File: src/rtl/lomo_receiver_pkg.sv
// Shared types and defaults for the LOMO serial receiver and its frame generator.
// Word width, frame length and link timeout live here so both sides agree.
package lomo_receiver_pkg;

  localparam int DEF_WORD_BITS   = 12;
  localparam int DEF_FRAME_WORDS = 16;
  localparam int DEF_TIMEOUT_CYC = 400;

  typedef enum logic [1:0] {
    ARM  = 2'd0,
    IDLE = 2'd1,
    RECV = 2'd2
  } rxStateT;

  // Index width that stays legal for a single-word frame.
  function automatic int idxBits(input int n);
    return (n > 1) ? $clog2(n) : 1;
  endfunction

endpackage

File: src/rtl/lomo_receiver_if.sv
// Pin-side serial link (mk/sclk/dat) plus the assembled-word and status outputs.
// master = frame generator / consumer side, slave = receiver.
interface lomo_receiver_if
  import lomo_receiver_pkg::*;
#(
  parameter int WORD_BITS   = DEF_WORD_BITS,
  parameter int FRAME_WORDS = DEF_FRAME_WORDS
);
  localparam int IDX_BITS = idxBits(FRAME_WORDS);

  logic                 mk;
  logic                 sclk;
  logic                 dat;
  logic [WORD_BITS-1:0] word;
  logic                 word_valid;
  logic [IDX_BITS-1:0]  word_idx;
  logic                 frame_done;
  logic                 frame_err;
  logic                 link_lost;

  modport master (
    output mk, sclk, dat,
    input  word, word_valid, word_idx, frame_done, frame_err, link_lost
  );

  modport slave (
    input  mk, sclk, dat,
    output word, word_valid, word_idx, frame_done, frame_err, link_lost
  );
endinterface

File: src/rtl/lomo_receiver_sync_edge.sv
// Two-flop synchronizer with a rising-edge detect on the synchronized value.
// Edge is combinational off the sync and previous flops (3 cycles pin-to-use).
module sync_edge (
  input  logic clk,
  input  logic reset,
  input  logic pin,
  output logic syncOut,
  output logic riseEdge
);
  logic meta;
  logic syncPrev;

  always_ff @(posedge clk) begin
    if (reset) begin
      meta     <= 1'b0;
      syncOut  <= 1'b0;
      syncPrev <= 1'b0;
    end else begin
      meta     <= pin;
      syncOut  <= meta;
      syncPrev <= syncOut;
    end
  end

  assign riseEdge = syncOut & ~syncPrev;
endmodule

File: src/rtl/lomo_receiver.sv
// LOMO serial frame receiver: assembles MSB-first words between mk edges.
//   state | meaning
//   ARM   | after reset: wait for mk low so a frame in flight is dropped
//   IDLE  | wait for mk high (frame start)
//   RECV  | shift bits on sclk rising edges until mk falls
module lomo_receiver
  import lomo_receiver_pkg::*;
#(
  parameter int WORD_BITS   = DEF_WORD_BITS,
  parameter int FRAME_WORDS = DEF_FRAME_WORDS,
  parameter int TIMEOUT_CYC = DEF_TIMEOUT_CYC
) (
  input logic            clk,
  input logic            reset,
  lomo_receiver_if.slave bus
);
  localparam int IDX_BITS      = idxBits(FRAME_WORDS);
  localparam int BIT_CNT_BITS  = $clog2(WORD_BITS + 1);
  localparam int WORD_CNT_BITS = $clog2(FRAME_WORDS + 1);
  localparam int TMO_BITS      = $clog2(TIMEOUT_CYC + 1);
  localparam logic [BIT_CNT_BITS-1:0]  LAST_BIT  = BIT_CNT_BITS'(WORD_BITS - 1);
  localparam logic [WORD_CNT_BITS-1:0] ALL_WORDS = WORD_CNT_BITS'(FRAME_WORDS);
  localparam logic [TMO_BITS-1:0]      TMO_MAX   = TMO_BITS'(TIMEOUT_CYC);

  logic mkS, sclkS, datS;
  logic sclkEdge, mkRise, datRise;
  logic unusedEdges;

  sync_edge uSyncMk   (.clk(clk), .reset(reset), .pin(bus.mk),   .syncOut(mkS),   .riseEdge(mkRise));
  sync_edge uSyncSclk (.clk(clk), .reset(reset), .pin(bus.sclk), .syncOut(sclkS), .riseEdge(sclkEdge));
  sync_edge uSyncDat  (.clk(clk), .reset(reset), .pin(bus.dat),  .syncOut(datS),  .riseEdge(datRise));

  assign unusedEdges = mkRise ^ datRise ^ sclkS;

  rxStateT state, stateNext;
  logic [1:0] warmCnt;
  logic warm;
  logic startFrame, takeBit, closeFrame;

  // The mk synchronizer reads 0 straight out of reset; wait for it to fill
  // before trusting a low, otherwise a frame in flight would be re-armed.
  always_ff @(posedge clk) begin
    if (reset) warmCnt <= 2'd0;
    else if (warmCnt != 2'd2) warmCnt <= warmCnt + 2'd1;
  end
  assign warm = (warmCnt == 2'd2);

  always_ff @(posedge clk) begin
    if (reset) state <= ARM;
    else       state <= stateNext;
  end

  always_comb begin
    stateNext = state;
    unique case (state)
      ARM:     if (warm && !mkS) stateNext = IDLE;
      IDLE:    if (mkS)          stateNext = RECV;
      RECV:    if (!mkS)         stateNext = IDLE;
      default:                   stateNext = ARM;
    endcase
  end

  always_comb begin
    startFrame = (state == IDLE) && mkS;
    takeBit    = sclkEdge && mkS && ((state == IDLE) || (state == RECV));
    closeFrame = (state == RECV) && !mkS;
  end

  logic [BIT_CNT_BITS-1:0]  bitCnt, bitBase;
  logic [WORD_CNT_BITS-1:0] wordCnt, wordBase;
  logic                     overrun, overBase;
  logic [WORD_BITS-1:0]     shiftReg, shiftNext;
  logic [WORD_BITS:0]       shiftCat;
  logic [WORD_BITS-1:0]     wordReg;
  logic [IDX_BITS-1:0]      wordIdx;
  logic                     wordValid, frameDone, frameErr;

  // A frame start clears the counters in the same cycle its first bit lands.
  always_comb begin
    bitBase   = startFrame ? '0 : bitCnt;
    wordBase  = startFrame ? '0 : wordCnt;
    overBase  = startFrame ? 1'b0 : overrun;
    shiftCat  = {shiftReg, datS};
    shiftNext = shiftCat[WORD_BITS-1:0];
  end

  always_ff @(posedge clk) begin
    if (reset) begin
      bitCnt    <= '0;
      wordCnt   <= '0;
      overrun   <= 1'b0;
      shiftReg  <= '0;
      wordReg   <= '0;
      wordIdx   <= '0;
      wordValid <= 1'b0;
      frameDone <= 1'b0;
      frameErr  <= 1'b0;
    end else begin
      wordValid <= 1'b0;
      frameDone <= 1'b0;
      frameErr  <= 1'b0;
      bitCnt    <= bitBase;
      wordCnt   <= wordBase;
      overrun   <= overBase;
      if (takeBit) begin
        if (wordBase == ALL_WORDS) begin
          overrun <= 1'b1;
        end else begin
          shiftReg <= shiftNext;
          if (bitBase == LAST_BIT) begin
            wordReg   <= shiftNext;
            wordIdx   <= wordBase[IDX_BITS-1:0];
            wordValid <= 1'b1;
            wordCnt   <= wordBase + 1'b1;
            bitCnt    <= '0;
          end else begin
            bitCnt <= bitBase + 1'b1;
          end
        end
      end
      if (closeFrame) begin
        if ((bitCnt == '0) && (wordCnt == ALL_WORDS) && !overrun) frameDone <= 1'b1;
        else                                                       frameErr  <= 1'b1;
      end
    end
  end

  logic [TMO_BITS-1:0] tmoCnt;

  always_ff @(posedge clk) begin
    if (reset)                  tmoCnt <= '0;
    else if (sclkEdge)          tmoCnt <= '0;
    else if (tmoCnt != TMO_MAX) tmoCnt <= tmoCnt + 1'b1;
  end

  assign bus.word       = wordReg;
  assign bus.word_valid = wordValid;
  assign bus.word_idx   = wordIdx;
  assign bus.frame_done = frameDone;
  assign bus.frame_err  = frameErr;
  assign bus.link_lost  = (tmoCnt == TMO_MAX);
endmodule

File: src/flat_wrapper.sv
// flat-port wrapper written by rule: the top's interface ports become plain ports
module lomo_receiver_flat import lomo_receiver_pkg::*;
#(
  parameter int WORD_BITS   = DEF_WORD_BITS,
  parameter int FRAME_WORDS = DEF_FRAME_WORDS,
  parameter int TIMEOUT_CYC = DEF_TIMEOUT_CYC
)
  (clk, reset, bus_mk, bus_sclk, bus_dat, bus_word, bus_word_valid, bus_word_idx, bus_frame_done, bus_frame_err, bus_link_lost);
  lomo_receiver_if #(.WORD_BITS(WORD_BITS), .FRAME_WORDS(FRAME_WORDS)) bus_i ();
  input logic clk;
  input logic reset;
  input wire logic [$bits(bus_i.mk)-1:0] bus_mk;
  input wire logic [$bits(bus_i.sclk)-1:0] bus_sclk;
  input wire logic [$bits(bus_i.dat)-1:0] bus_dat;
  output wire logic [$bits(bus_i.word)-1:0] bus_word;
  output wire logic [$bits(bus_i.word_valid)-1:0] bus_word_valid;
  output wire logic [$bits(bus_i.word_idx)-1:0] bus_word_idx;
  output wire logic [$bits(bus_i.frame_done)-1:0] bus_frame_done;
  output wire logic [$bits(bus_i.frame_err)-1:0] bus_frame_err;
  output wire logic [$bits(bus_i.link_lost)-1:0] bus_link_lost;
  assign bus_i.mk = bus_mk;
  assign bus_i.sclk = bus_sclk;
  assign bus_i.dat = bus_dat;
  assign bus_word = bus_i.word;
  assign bus_word_valid = bus_i.word_valid;
  assign bus_word_idx = bus_i.word_idx;
  assign bus_frame_done = bus_i.frame_done;
  assign bus_frame_err = bus_i.frame_err;
  assign bus_link_lost = bus_i.link_lost;
  lomo_receiver #(.WORD_BITS(WORD_BITS), .FRAME_WORDS(FRAME_WORDS), .TIMEOUT_CYC(TIMEOUT_CYC)) u_core (.clk(clk), .reset(reset), .bus(bus_i));
endmodule
File: config.mk
export PLATFORM = sky130hd
export DESIGN_NAME = lomo_receiver_flat
export DESIGN_NICKNAME = d
export VERILOG_FILES = /design/src/rtl/lomo_receiver_pkg.sv /design/src/rtl/lomo_receiver_if.sv /design/src/rtl/lomo_receiver_sync_edge.sv /design/src/rtl/lomo_receiver.sv /design/src/flat_wrapper.sv
export SDC_FILE = /design/constraint.sdc
export NUM_CORES = 1
export LEC_CHECK = 0
export BUFFER_PORTS_ARGS = -buffer_cell sky130_fd_sc_hd__buf_2
export CAP_MARGIN = 5
export CORE_UTILIZATION = 62
export CTS_CLUSTER_DIAMETER = 60
export DETAILED_ROUTE_END_ITERATION = 10
export GPL_TIMING_DRIVEN = 0
export PLACE_DENSITY_LB_ADDON = 0.12
export SLEW_MARGIN = 20
export SYNTH_ARGS = -nofsm -noshare
export SYNTH_HDL_FRONTEND = slang
export SYNTH_HIERARCHICAL = 1
export SYNTH_SLANG_ARGS = --single-unit
export TNS_END_PERCENT = 5
File: constraint.sdc
create_clock -name clk -period 5.4 [get_ports clk]
set_clock_uncertainty 0.2 [all_clocks]
set_input_delay 1.35 -clock clk [delete_from_list [all_inputs] [get_ports clk]]
set_output_delay 1.35 -clock clk [all_outputs]
set_load 0.03 [all_outputs]
Yosys cells after proc, flatten, opt, wreduce, memory -nomap -nowiden
Index checks and enable logic that the tools add are counted.
Word-level totals
  register bits after elaboration: 60
  bits in latches: 0
  RAM bits: 0
  bits in read-only memories: 0
  input port bits: 5
  word-level logic and storage cells: 76
  memories kept: 0
Cells by class
  add/sub/neg operators: 4
  $mul: 0
  divide/modulo/power cells: 0
  $lt $le $gt $ge: 0
  equality and inequality tests: 12
  shift-type cells: 0
  multiplexer cells: 18
  bitwise operators: 5
  reduce and logical (&&, ||, !) cells: 18
Operators by type and width (number)
  $mux 5: 4
  $mux 4: 4
  $eq 5x5->1 const B: 2
  $add 9x1->9 const B: 1
  $eq 9x9->1 const B: 1
  $ne 9x9->1 const B: 1
  $logic_and 1x1->1: 7
  $mux 1: 6
  $mux 2: 3
  $ne 2x2->1 const B: 3
  $pmux 2 s3: 1
  $reduce_and 3->1: 2
  $add 5x1->5 const B: 1
  $add 4x1->4 const B: 1
  $eq 2x2->1 const B: 2
  $eq 4x4->1 const B: 1
  $logic_not 4->1: 1
  $not 1->1: 4
  $reduce_or 2->1: 2
  $reduce_or 3->1: 1
  $add 2x1->2 const B: 1
  $eq 2x1->1 const B: 1
  $logic_not 1->1: 2
  $logic_not 2->1: 1
  4 further kinds: 4

Longest topological paths before layout
Gate-level depths: netlist (run 1).
  depth after elaboration: 7
  depth in mapped cells: 11
  mapped depth without buffers: 9

Modules after synthesis
The synthesis (run 1) kept the hierarchy.
By module, submodules not included
  lomo_receiver: instances 1, cells an instance 242, area each 2344.7 um^2, sequential area each 1061.0 um^2
  sync_edge: instances 3, cells an instance 7, area each 87.6 um^2, sequential area each 60.1 um^2

Worst setup path before layout (run 1)
OpenSTA, ideal clock, no wires.
  kind: reg-to-output
  from: reg u_core.tmoCnt[0]
  to: out bus_link_lost
  data arrival time: 1222 ps
  required time: 3850 ps
  slack: 2628 ps
  cell stages (with the launch flop): 6
  cells stage by stage: dfxtp_1 > inv_1 > ha_1 > nor4bb_1 > nand4_1 > inv_1
On the way
  word-level cells in the longest chain between the ends: 1
Ends and longest elaborated chain
  start, declared: line lomo_receiver.sv:128  | logic [TMO_BITS-1:0] tmoCnt;
  start signal, assigned: line lomo_receiver.sv:133  | else if (tmoCnt != TMO_MAX) tmoCnt <= tmoCnt + 1'b1;
  $eq 9x9->1: line lomo_receiver.sv:141  | assign bus.link_lost = (tmoCnt == TMO_MAX);
  end, declared: line flat_wrapper.sv:20  | output wire logic [$bits(bus_i.link_lost)-1:0] bus_link_lost;
No other way between the ends.

Final worst setup path (run 1)
Ends and elaborated chain as after synthesis.

==> impl_metrics.csv, run 1 <==
group,metric,value,unit
status,outcome,"complete, no violations",
yosys,synthCells,257,
clock_network,post_cts_buffers,0,
timing,drv_slew,0,
drt,wl,4.56,mm
worst_setup_path,startpoint_type,"flip-flop",
min_path,hold_path.class,"flip-flop to flip-flop",
clock_network,worstSkewPairLatency,0.33,ns
clock_network,cts_tree,"yes",
global_routing,grt_start_max_net_pins,14,
timing,max_freq,0.309,GHz
timing,setup-tns-final,0,ns
pwr,switching_share,0.258,
pwr,netSwitchingPower,236,µW
timing,worst_slack,2.16,ns
pwr,pwr-share-seq,0.515,
placement,place_ws,2.39,ns
timing,post-route-period-util,0.600,
yosys,netlist_area,0.00254,mm²
worst_setup_path,cp_data_arrival_time,1.69,ns
clock_network,clockBufferDepth,2,
floorplanning,ios,25,
global_routing,first_global_vias,1822,
min_path,hold_depth,1,
drt,antenna_left,0,
clock_network,cts_max_level,3,
global_routing,top_usage_layer,"met2",
pwr,power_frac_comb,0.100,
yosys,syn_nets,273,
pwr,leakagePower,1.13,nW
clock_network,cts.sinks,60,
floorplanning,fp-row-count,22,
pwr,power.total,913,µW
clock_network,cts-resized-gates,0,
worst_setup_path,crit_fanout,5,
placement,place.port_buffers,24,
timing,finalCriticalPeriod,3.24,ns
clock_network,postCtsHoldBufs,0,
timing,relSlewSlack,0.665,
finish,layout-drive-gt1-share,0.182,
finish,num_antenna_cells,0,
floorplanning,initial_utilization,0.668,
placement,routabilityCongestion,0.892,
clock_network,clkTransAtPathRegs,0.07,ns
finish,seqCellArea,0.00120,mm²
finish,layout.nets,308,
drt,dr.pass1.iters,4,
global_routing,grt_use_met1,0.272,
drt,routedWlPerCell,13.2,µm
drt,first_iter_violations,134,
floorplanning,die_h,66.0,µm
worst_setup_path,cp.required,3.85,ns
worst_setup_path,r2r_cells,11,
pwr,pwr-share-clk,0.385,
global_routing,grt_usage,0.246,
finish,multi_input_area,0.00124,mm²
global_routing,grt_overflow,0,
drt,vias_per_cell,5.30,
clock_network,clockRootBuffer,"clkbuf_8",
finish,syn2layout_area_growth,14.2,%
pwr,irDropWorstVdd,0.272,mV
timing,setup_viol,0,
global_routing,grt_pass1_wl,7.89,mm
flow_run,cap_violations,0,
timing,rsz0062_at_grt,"no",
global_routing,antenna_found_initial,0,
drt,route.detailed.drc,0,
floorplanning,die-area,0.00435,mm²
timing,worst_slew_pin_slew,0.502,ns
yosys,synth.avg_cell_area,9.87,µm²
global_routing,use_met3,0.107,
timing,finalHoldViolCount,0,
pwr,powerDensity,315,mW/mm²
pwr,p_int,678,µW
global_routing,grt_util_met2,0.430,
yosys,yosys_warnings,6,
drt,vias,1828,
placement,dp_hpwl,3.16,mm
floorplanning,core-area,0.00380,mm²
finish,fillers,287,
worst_setup_path,worst-setup-path-type,"flip-flop to output port",
clock_network,cts-buffers-inserted,9,
floorplanning,fp.dieW,66.0,µm
worst_setup_path,endpoint_kind,"output port",
## worst max-delay path: stages (launching register included)
cell and delay, ns:
dfxtp_1 0.35, inv_1 0.07, ha_1 0.13, nor4bb_1 0.25
nand4_1 0.25, inv_1 0.10, buf_2 0.19
## power by group through the flow
| stage | logic [mW] | registers [mW] | clock network, mW |
|---|---|---|---|
| finish | 0.0912 | 0.470 | 0.352 |
| global route | 0.105 | 0.472 | 0.383 |
| CTS | 0.0923 | 0.470 | 0.360 |
| detailed placement | 0.0916 | 0.480 | 0 |
| global placement | 0.0884 | 0.479 | 0 |
| floorplan | 0.0733 | 0.479 | 0 |
## layout by cell type (no fill, tap or decap), types with 2 or more instances in the layout
cell type,instances
mux2i_1,30
clkinvlp_4,2
inv_1,9
nor3_1,5
buf_2,24
clkinv_4,2
buf_6,2
dfxtp_1,60
ha_1,11
o21ai_0,2
clkbuf_1,6
nand4_1,3
or3_1,2
clkbuf_8,10
and2_1,3
a21oi_1,7
xnor2_1,5
nand2b_1,4
a21o_1,2
xor2_1,5
nor2b_1,9
nand3_1,8
nand2_1,12
nor2_1,47
## through the flow
step                      hold WS (ns)  instance area (µm²)  std cells   util
final                            0.238                 2900        345  0.763
after global routing             0.257                 2900        345  0.763
after CTS                        0.240                 2900        345  0.763
after detailed placement         0.223                 2720        329  0.715
after global placement           0.218                 2720        329  0.715
after floorplan                  0.214                 2540        257      -
## path summary, 6_finish.rpt
kind	from	slack, ns	end
max	u_core/tmoCnt[0]	2.16	bus_link_lost
min	u_core/uSyncMk/meta	0.24	u_core/uSyncMk/syncOut
max reg2reg	u_core/state[1]	2.34	u_core/wordCnt[1]
min reg2reg	u_core/uSyncMk/meta	0.24	u_core/uSyncMk/syncOut
## area by class of cell
type | instances | area share
Sequential cell | 60 | 0.415
Buffer | 9 | 0.0207
Clock buffer | 11 | 0.0488
Clock inverter | 5 | 0.0130
Inverter | 9 | 0.0117
Multi-Input combinational cell | 179 | 0.429
Timing Repair Buffer | 24 | 0.0415
Tap cell | 48 | 0.0207
## registers in the layout (all words and copies together), names as in the netlist, 2 cells and up
name and cells:
u_core/wordCnt 5, u_core/bitCnt 4, u_core/shiftReg 11, u_core/state 2, u_core/warmCnt 2, u_core/bus.word_idx 4
u_core/bus.word 12, u_core/tmoCnt 9
## layer usage
layer / vias up / routed length, µm
met3: 4 / 216
met5: - / 0
met2: 34 / 2240
met1: 850 / 2060
li1: 940 / -
met4: 0 / 34
(Power assumes the default switching activity.)
==> run 2: changes to the inputs <==
--- a/config.mk
+++ b/config.mk
@@ -7,7 +7,7 @@
 export LEC_CHECK = 0
 export BUFFER_PORTS_ARGS = -buffer_cell sky130_fd_sc_hd__buf_2
 export CAP_MARGIN = 5
-export CORE_UTILIZATION = 62
+export CORE_UTILIZATION = 58
 export CTS_CLUSTER_DIAMETER = 60
 export DETAILED_ROUTE_END_ITERATION = 10
 export GPL_TIMING_DRIVEN = 0
==> constraint.sdc (replaced) <==
create_clock -name clk -period 3.3 [get_ports clk]
set_clock_uncertainty 0.2 [all_clocks]
set_input_delay 0.825 -clock clk [delete_from_list [all_inputs] [get_ports clk]]
set_output_delay 0.825 -clock clk [all_outputs]
set_load 0.03 [all_outputs]
==> run 2 against run 1 <==
Cell count increased by 0.58%. Die area increased by 6.7%. Combinational power increased by 64%. Highest routed layer unchanged. Sequential power increased by 64%. Wire length decreased by 3.3%. Critical endpoint is now u_core/bus.word_idx[0]. Setup slack got worse by 1.8 ns. Sequential share of layout area decreased by 0.071 points. Design area increased by 0.17%. Critical path type is now flip-flop to flip-flop. Clock power increased by 70%. Non-clock buffer count unchanged.
==> impl_metrics.csv, run 2 (synthesis gave the netlist of run 1 again) <==
group,metric,value,unit
clock_network,cts.sinks,60,
clock_network,clkTransAtPathRegs,0.06,ns
finish,fillers,338,
worst_setup_path,cp_data_arrival_time,2.96,ns
drt,first_iter_violations,89,
floorplanning,fp.dieW,68.1,µm
global_routing,first_global_vias,1587,
drt,route.detailed.drc,0,
finish,design_area,0.00290,mm²
clock_network,clockBufferDepth,2,
worst_setup_path,r2r_cells,11,
finish,num_antenna_cells,0,
finish,syn2layout_area_growth,14.3,%
worst_setup_path,startpoint_type,"flip-flop",
clock_network,cts_max_level,3,
clock_network,cts-buffers-inserted,9,
drt,dr.pass1.iters,4,
global_routing,antenna_found_initial,0,
clock_network,worstSkewPairLatency,0.33,ns
timing,worst_slew_pin_slew,0.585,ns
status,outcome,"complete, no violations",
placement,routabilityCongestion,0.826,
worst_setup_path,path_cells,"inv_1 > ha_1 > nand2_1 > clkbuf_1 > and2_1 > ha_1 > nand4bb_1 > a211oi_2 > buf_6 > mux2i_1 > nor2_1",
min_path,min_from,"u_core/uSyncSclk/meta",
min_path,hold_end,"u_core/uSyncSclk/syncOut",
placement,dp_hpwl,3.07,mm
global_routing,grt_overflow,0,
pwr,leakagePower,1.14,nW
finish,largest_reg_flops,12,
worst_setup_path,worst-setup-path-type,"flip-flop to flip-flop",
worst_setup_path,cp_slowest_stage_delay,0.39,ns
pwr,power.total,1.52,mW
worst_setup_path,timing.rr.end,"u_core/bus.word_idx[0]",
floorplanning,ios,25,
min_path,hold_path.class,"flip-flop to flip-flop",
timing,rsz0062_at_grt,"no",
drt,vias,1820,
global_routing,grt_usage,0.216,
timing,drv_slew,0,
clock_network,post_cts_buffers,0,
finish,final_cell_mix,"60 x dfxtp_1, 47 x nor2_1, 30 x mux2i_1",
timing,finalCriticalPeriod,2.96,ns
timing,setup_viol,0,
worst_setup_path,r2r_setup_slack,0.34,ns
finish,post-route-util,0.710,
timing,max_freq,0.338,GHz
pwr,irDropWorstVdd,0.396,mV
drt,vias_per_cell,5.24,
pwr,powerDensity,524,mW/mm²
floorplanning,core-area,0.00409,mm²
floorplanning,die_h,68.1,µm
finish,layout.nets,308,
global_routing,grt_pass1_wl,7.03,mm
worst_setup_path,crit_fanout,10,
worst_setup_path,cp.required,3.30,ns
timing,relSlewSlack,0.610,
floorplanning,initial_utilization,0.621,
finish,layout_commonest_cell,"dfxtp_1",
worst_setup_path,cp_slowest_cell,"dfxtp_1",
global_routing,grt_start_max_net_pins,14,
timing,post-route-period-util,0.896,
timing,finalHoldViolCount,0,
clock_network,cts_tree,"yes",
placement,place.port_buffers,24,
min_path,hold_depth,1,
drt,routedWlPerCell,12.7,µm
finish,layout-drive-gt1-share,0.175,
floorplanning,die-area,0.00464,mm²
floorplanning,fp-row-count,23,
clock_network,clockRootBuffer,"clkbuf_8",
clock_network,postCtsHoldBufs,0,
worst_setup_path,r2r_start,"u_core/state[1]",
worst_setup_path,cpMostUsedCell,"ha_1",
clock_network,cts-resized-gates,0,
timing,setup-tns-final,0,ns
worst_setup_path,endpoint_kind,"flip-flop",
flow_run,cap_violations,0,
placement,dpl_cell_area,0.00272,mm²
drt,wl,4.41,mm
drt,antenna_left,0,
## run 2: cell types whose count changed in the layout (fill, tap and decap cells not counted), sizes merged
cell and change:
clkinv -2, clkbuf +4, clkinvlp -2
## run 2: final cells by class
type	count	area (µm²)	share of cell area
clock buffers	15	176	0.0608
repair buffers	24	120	0.0414
plain buffers	9	60.1	0.0207
multi-input cells	179	1240	0.428
clock inverters	1	5.00	0.00172
inverters	9	33.8	0.0116
well taps	50	62.6	0.0216
flip-flops and latches	60	1200	0.414
## run 2: metrics by stage
step,cells,hold slack [ns],worst slack (ns)
2_1_floorplan,257,0.214,0.739
3_3_place_gp,331,0.217,0.370
3_5_place_dp,331,0.224,0.337
4_1_cts,347,0.238,0.317
5_1_grt,347,0.251,0.0924
6_report,347,0.240,0.342
## run 2: power breakdown
part | switching, mW | internal, mW
registers | 0.0193 | 0.750
clock network | 0.266 | 0.334
logic | 0.0846 | 0.0651
## run 2: worst max-delay path by stage
stage | end | start | slack, ns | cells past startpoint
2_1_floorplan | u_core/bus.word_idx[0] | u_core/state[1] | 0.74 | 11
3_3_place_gp | u_core/bus.word_idx[0] | u_core/state[1] | 0.37 | 11
3_5_place_dp | u_core/bus.word_idx[1] | u_core/state[1] | 0.34 | 11
4_1_cts | u_core/bus.word[5] | u_core/state[1] | 0.32 | 11
5_1_grt | u_core/bus.word[3] | u_core/state[1] | 0.09 | 11
6_report | u_core/bus.word_idx[0] | u_core/state[1] | 0.34 | 11
## run 2: per-layer routing
layer | vias up | global-route usage | share of wire
met5 | - | 0 | 0
met1 | 849 | 0.271 | 0.49
met4 | 0 | 0.125 | 0.015
met2 | 26 | 0.314 | 0.46
met3 | 7 | 0.0800 | 0.034
li1 | 938 | - | -
## run 2: worst max-delay path, delay by kind of cell (launching register included)
kind,cells,cell delay [ns]
adders and majority gates,2,0.53
and+or+nand+nor,4,0.59
muxes,1,0.19
buffers and inverters,3,0.64
AOI/OAI and AO/OA,1,0.28
DFF,1,0.39
==> run 3: changes to the inputs <==
--- a/config.mk
+++ b/config.mk
@@ -7,7 +7,7 @@
 export LEC_CHECK = 0
 export BUFFER_PORTS_ARGS = -buffer_cell sky130_fd_sc_hd__buf_2
 export CAP_MARGIN = 5
-export CORE_UTILIZATION = 58
+export CORE_UTILIZATION = 40
 export CTS_CLUSTER_DIAMETER = 60
 export DETAILED_ROUTE_END_ITERATION = 10
 export GPL_TIMING_DRIVEN = 0
==> run 3 against run 2 <==
Sequential cell count stayed put. Global-route usage is 5.3 points lower. Total power is 11% higher. Register-to-register slack worse by 0.11 ns. Critical path type unchanged.
==> impl_metrics.csv, run 3 (synthesis gave the netlist of run 1 again) <==
group,metric,value,unit
status,outcome,"complete, no violations",
floorplanning,core-area,0.00603,mm²
placement,dp_hpwl,3.21,mm
pwr,pwr-share-clk,0.454,
clock_network,cts_max_level,3,
finish,fillers,584,
clock_network,cts.sinks,60,
clock_network,cts-buffers-inserted,9,
pwr,netSwitchingPower,384,µW
finish,largest_reg_flops,12,
worst_setup_path,startpoint_type,"flip-flop",
finish,seqCellArea,0.00120,mm²
worst_setup_path,cp_slowest_cell,"dfxtp_1",
worst_setup_path,path_cells,"inv_1 > ha_1 > nand2_1 > clkbuf_1 > and2_1 > ha_1 > nand4bb_1 > a211oi_2 > buf_6 > mux2i_1 > nor2_1",
clock_network,clockRootBuffer,"clkbuf_8",
drt,routedWlPerCell,12.5,µm
placement,place.port_buffers,24,
finish,layout-drive-gt1-share,0.182,
flow_run,cap_violations,0,
finish,layout.nets,308,
worst_setup_path,r2r_start,"u_core/state[1]",
global_routing,antenna_found_initial,0,
global_routing,grt_overflow,0,
worst_setup_path,cp_slowest_stage_delay,0.39,ns
worst_setup_path,cp_data_arrival_time,3.07,ns
timing,setup_viol,0,
timing,rsz0062_at_grt,"no",
drt,antenna_left,0,
clock_network,clockBufferDepth,2,
floorplanning,initial_utilization,0.421,
placement,routabilityCongestion,0.774,
global_routing,top_usage_layer,"met2",
finish,multi_input_area,0.00124,mm²
timing,max_freq,0.326,GHz
finish,num_antenna_cells,0,
global_routing,use_met3,0.0722,
floorplanning,fp-row-count,28,
pwr,leakagePower,1.17,nW
global_routing,grt_util_met2,0.238,
pwr,irDropWorstVdd,0.420,mV
timing,finalHoldViolCount,0,
clock_network,cts_tree,"yes",
worst_setup_path,timing.rr.end,"u_core/bus.word_idx[1]",
finish,syn2layout_area_growth,17.7,%
pwr,pwr-share-seq,0.457,
worst_setup_path,r2r_setup_slack,0.23,ns
global_routing,grt_usage,0.163,
floorplanning,fp.dieW,81.6,µm
timing,drv_slew,0,
drt,vias,1799,
worst_setup_path,r2r_cells,11,
pwr,power_frac_comb,0.089,
clock_network,clkTransAtPathRegs,0.07,ns
finish,layout_commonest_cell,"dfxtp_1",
timing,post-route-period-util,0.929,
placement,place_inst,356,
timing,worst_slew_pin_slew,0.540,ns
global_routing,grt_pass1_wl,7.79,mm
floorplanning,die_h,81.6,µm
timing,finalCriticalPeriod,3.07,ns
min_path,hold_end,"u_core/uSyncMk/syncOut",
floorplanning,ios,25,
finish,post-route-util,0.495,
min_path,hold_depth,1,
clock_network,cts-resized-gates,0,
drt,route.detailed.drc,0,
clock_network,worstSkewPairLatency,0.33,ns
worst_setup_path,crit_fanout,10,
clock_network,postCtsHoldBufs,0,
global_routing,first_global_vias,1650,
global_routing,grt_use_met1,0.206,
worst_setup_path,worst-setup-path-type,"flip-flop to flip-flop",
worst_setup_path,cp.required,3.30,ns
min_path,min_from,"u_core/uSyncMk/meta",
worst_setup_path,critPathTopFamily,"buffers and inverters",
timing,setup-tns-final,0,ns
finish,final_cell_mix,"60 x dfxtp_1, 47 x nor2_1, 30 x mux2i_1",
clock_network,post_cts_buffers,0,
worst_setup_path,endpoint_kind,"flip-flop",
floorplanning,die-area,0.00667,mm²
drt,vias_per_cell,4.85,
drt,dr.pass1.iters,4,
drt,first_iter_violations,68,
pwr,powerDensity,564,mW/mm²
global_routing,grt_start_max_net_pins,14,
worst_setup_path,cpMostUsedCell,"ha_1",
finish,fin_cells,371,
worst_setup_path,cp_num_buf_inv,3,
timing,relSlewSlack,0.640,
min_path,hold_path.class,"flip-flop to flip-flop",
pwr,switching_share,0.228,
drt,wl,4.64,mm
pwr,p_int,1.30,mW
==> run 3: power by group through the flow <==
stage	Sequential (mW)	Combinational [mW]	Clock, mW
detailed placement	0.786	0.154	0
global route	0.774	0.175	0.826
global placement	0.786	0.149	0
CTS	0.770	0.155	0.792
floorplan	0.783	0.120	0
finish	0.770	0.151	0.764
==> run 3: worst max path at each step <==
stage                    start                endpoint  slack, ns  depth (start not counted)
2_1_floorplan  u_core/state[1]  u_core/bus.word_idx[0]       0.74                         11
3_3_place_gp   u_core/state[1]  u_core/bus.word_idx[0]       0.26                         11
3_5_place_dp   u_core/state[1]     u_core/bus.word[11]       0.23                         11
4_1_cts        u_core/state[1]  u_core/bus.word_idx[0]       0.22                         11
5_1_grt        u_core/state[1]      u_core/bus.word[0]      0.006                         11
6_report       u_core/state[1]  u_core/bus.word_idx[1]       0.23                         11
==> run 3: layer usage <==
layer,share of wire,vias up
li1,-,938
met5,0,-
met4,0.0086,0
met3,0.038,4
met2,0.43,28
met1,0.52,829
==> run 3: final cells by class <==
cell class              instances  share of cell area
clock inverters                 3              0.0231
multi-input cells             179               0.416
repair buffers                 24              0.0402
flip-flops and latches         60               0.402
clock buffers                  12              0.0553
well taps                      75              0.0314
plain buffers                   9              0.0201
inverters                       9              0.0113
==> run 3: stage by stage <==
step	area, µm²	hold WS (ns)	power, mW	setup WS [ns]
floorplan	2540	0.214	0.903	0.739
detailed placement	2750	0.223	0.941	0.230
global placement	2750	0.222	0.935	0.256
global route	2990	0.241	1.78	0.00604
CTS	2990	0.234	1.72	0.220
finish	2990	0.232	1.68	0.234
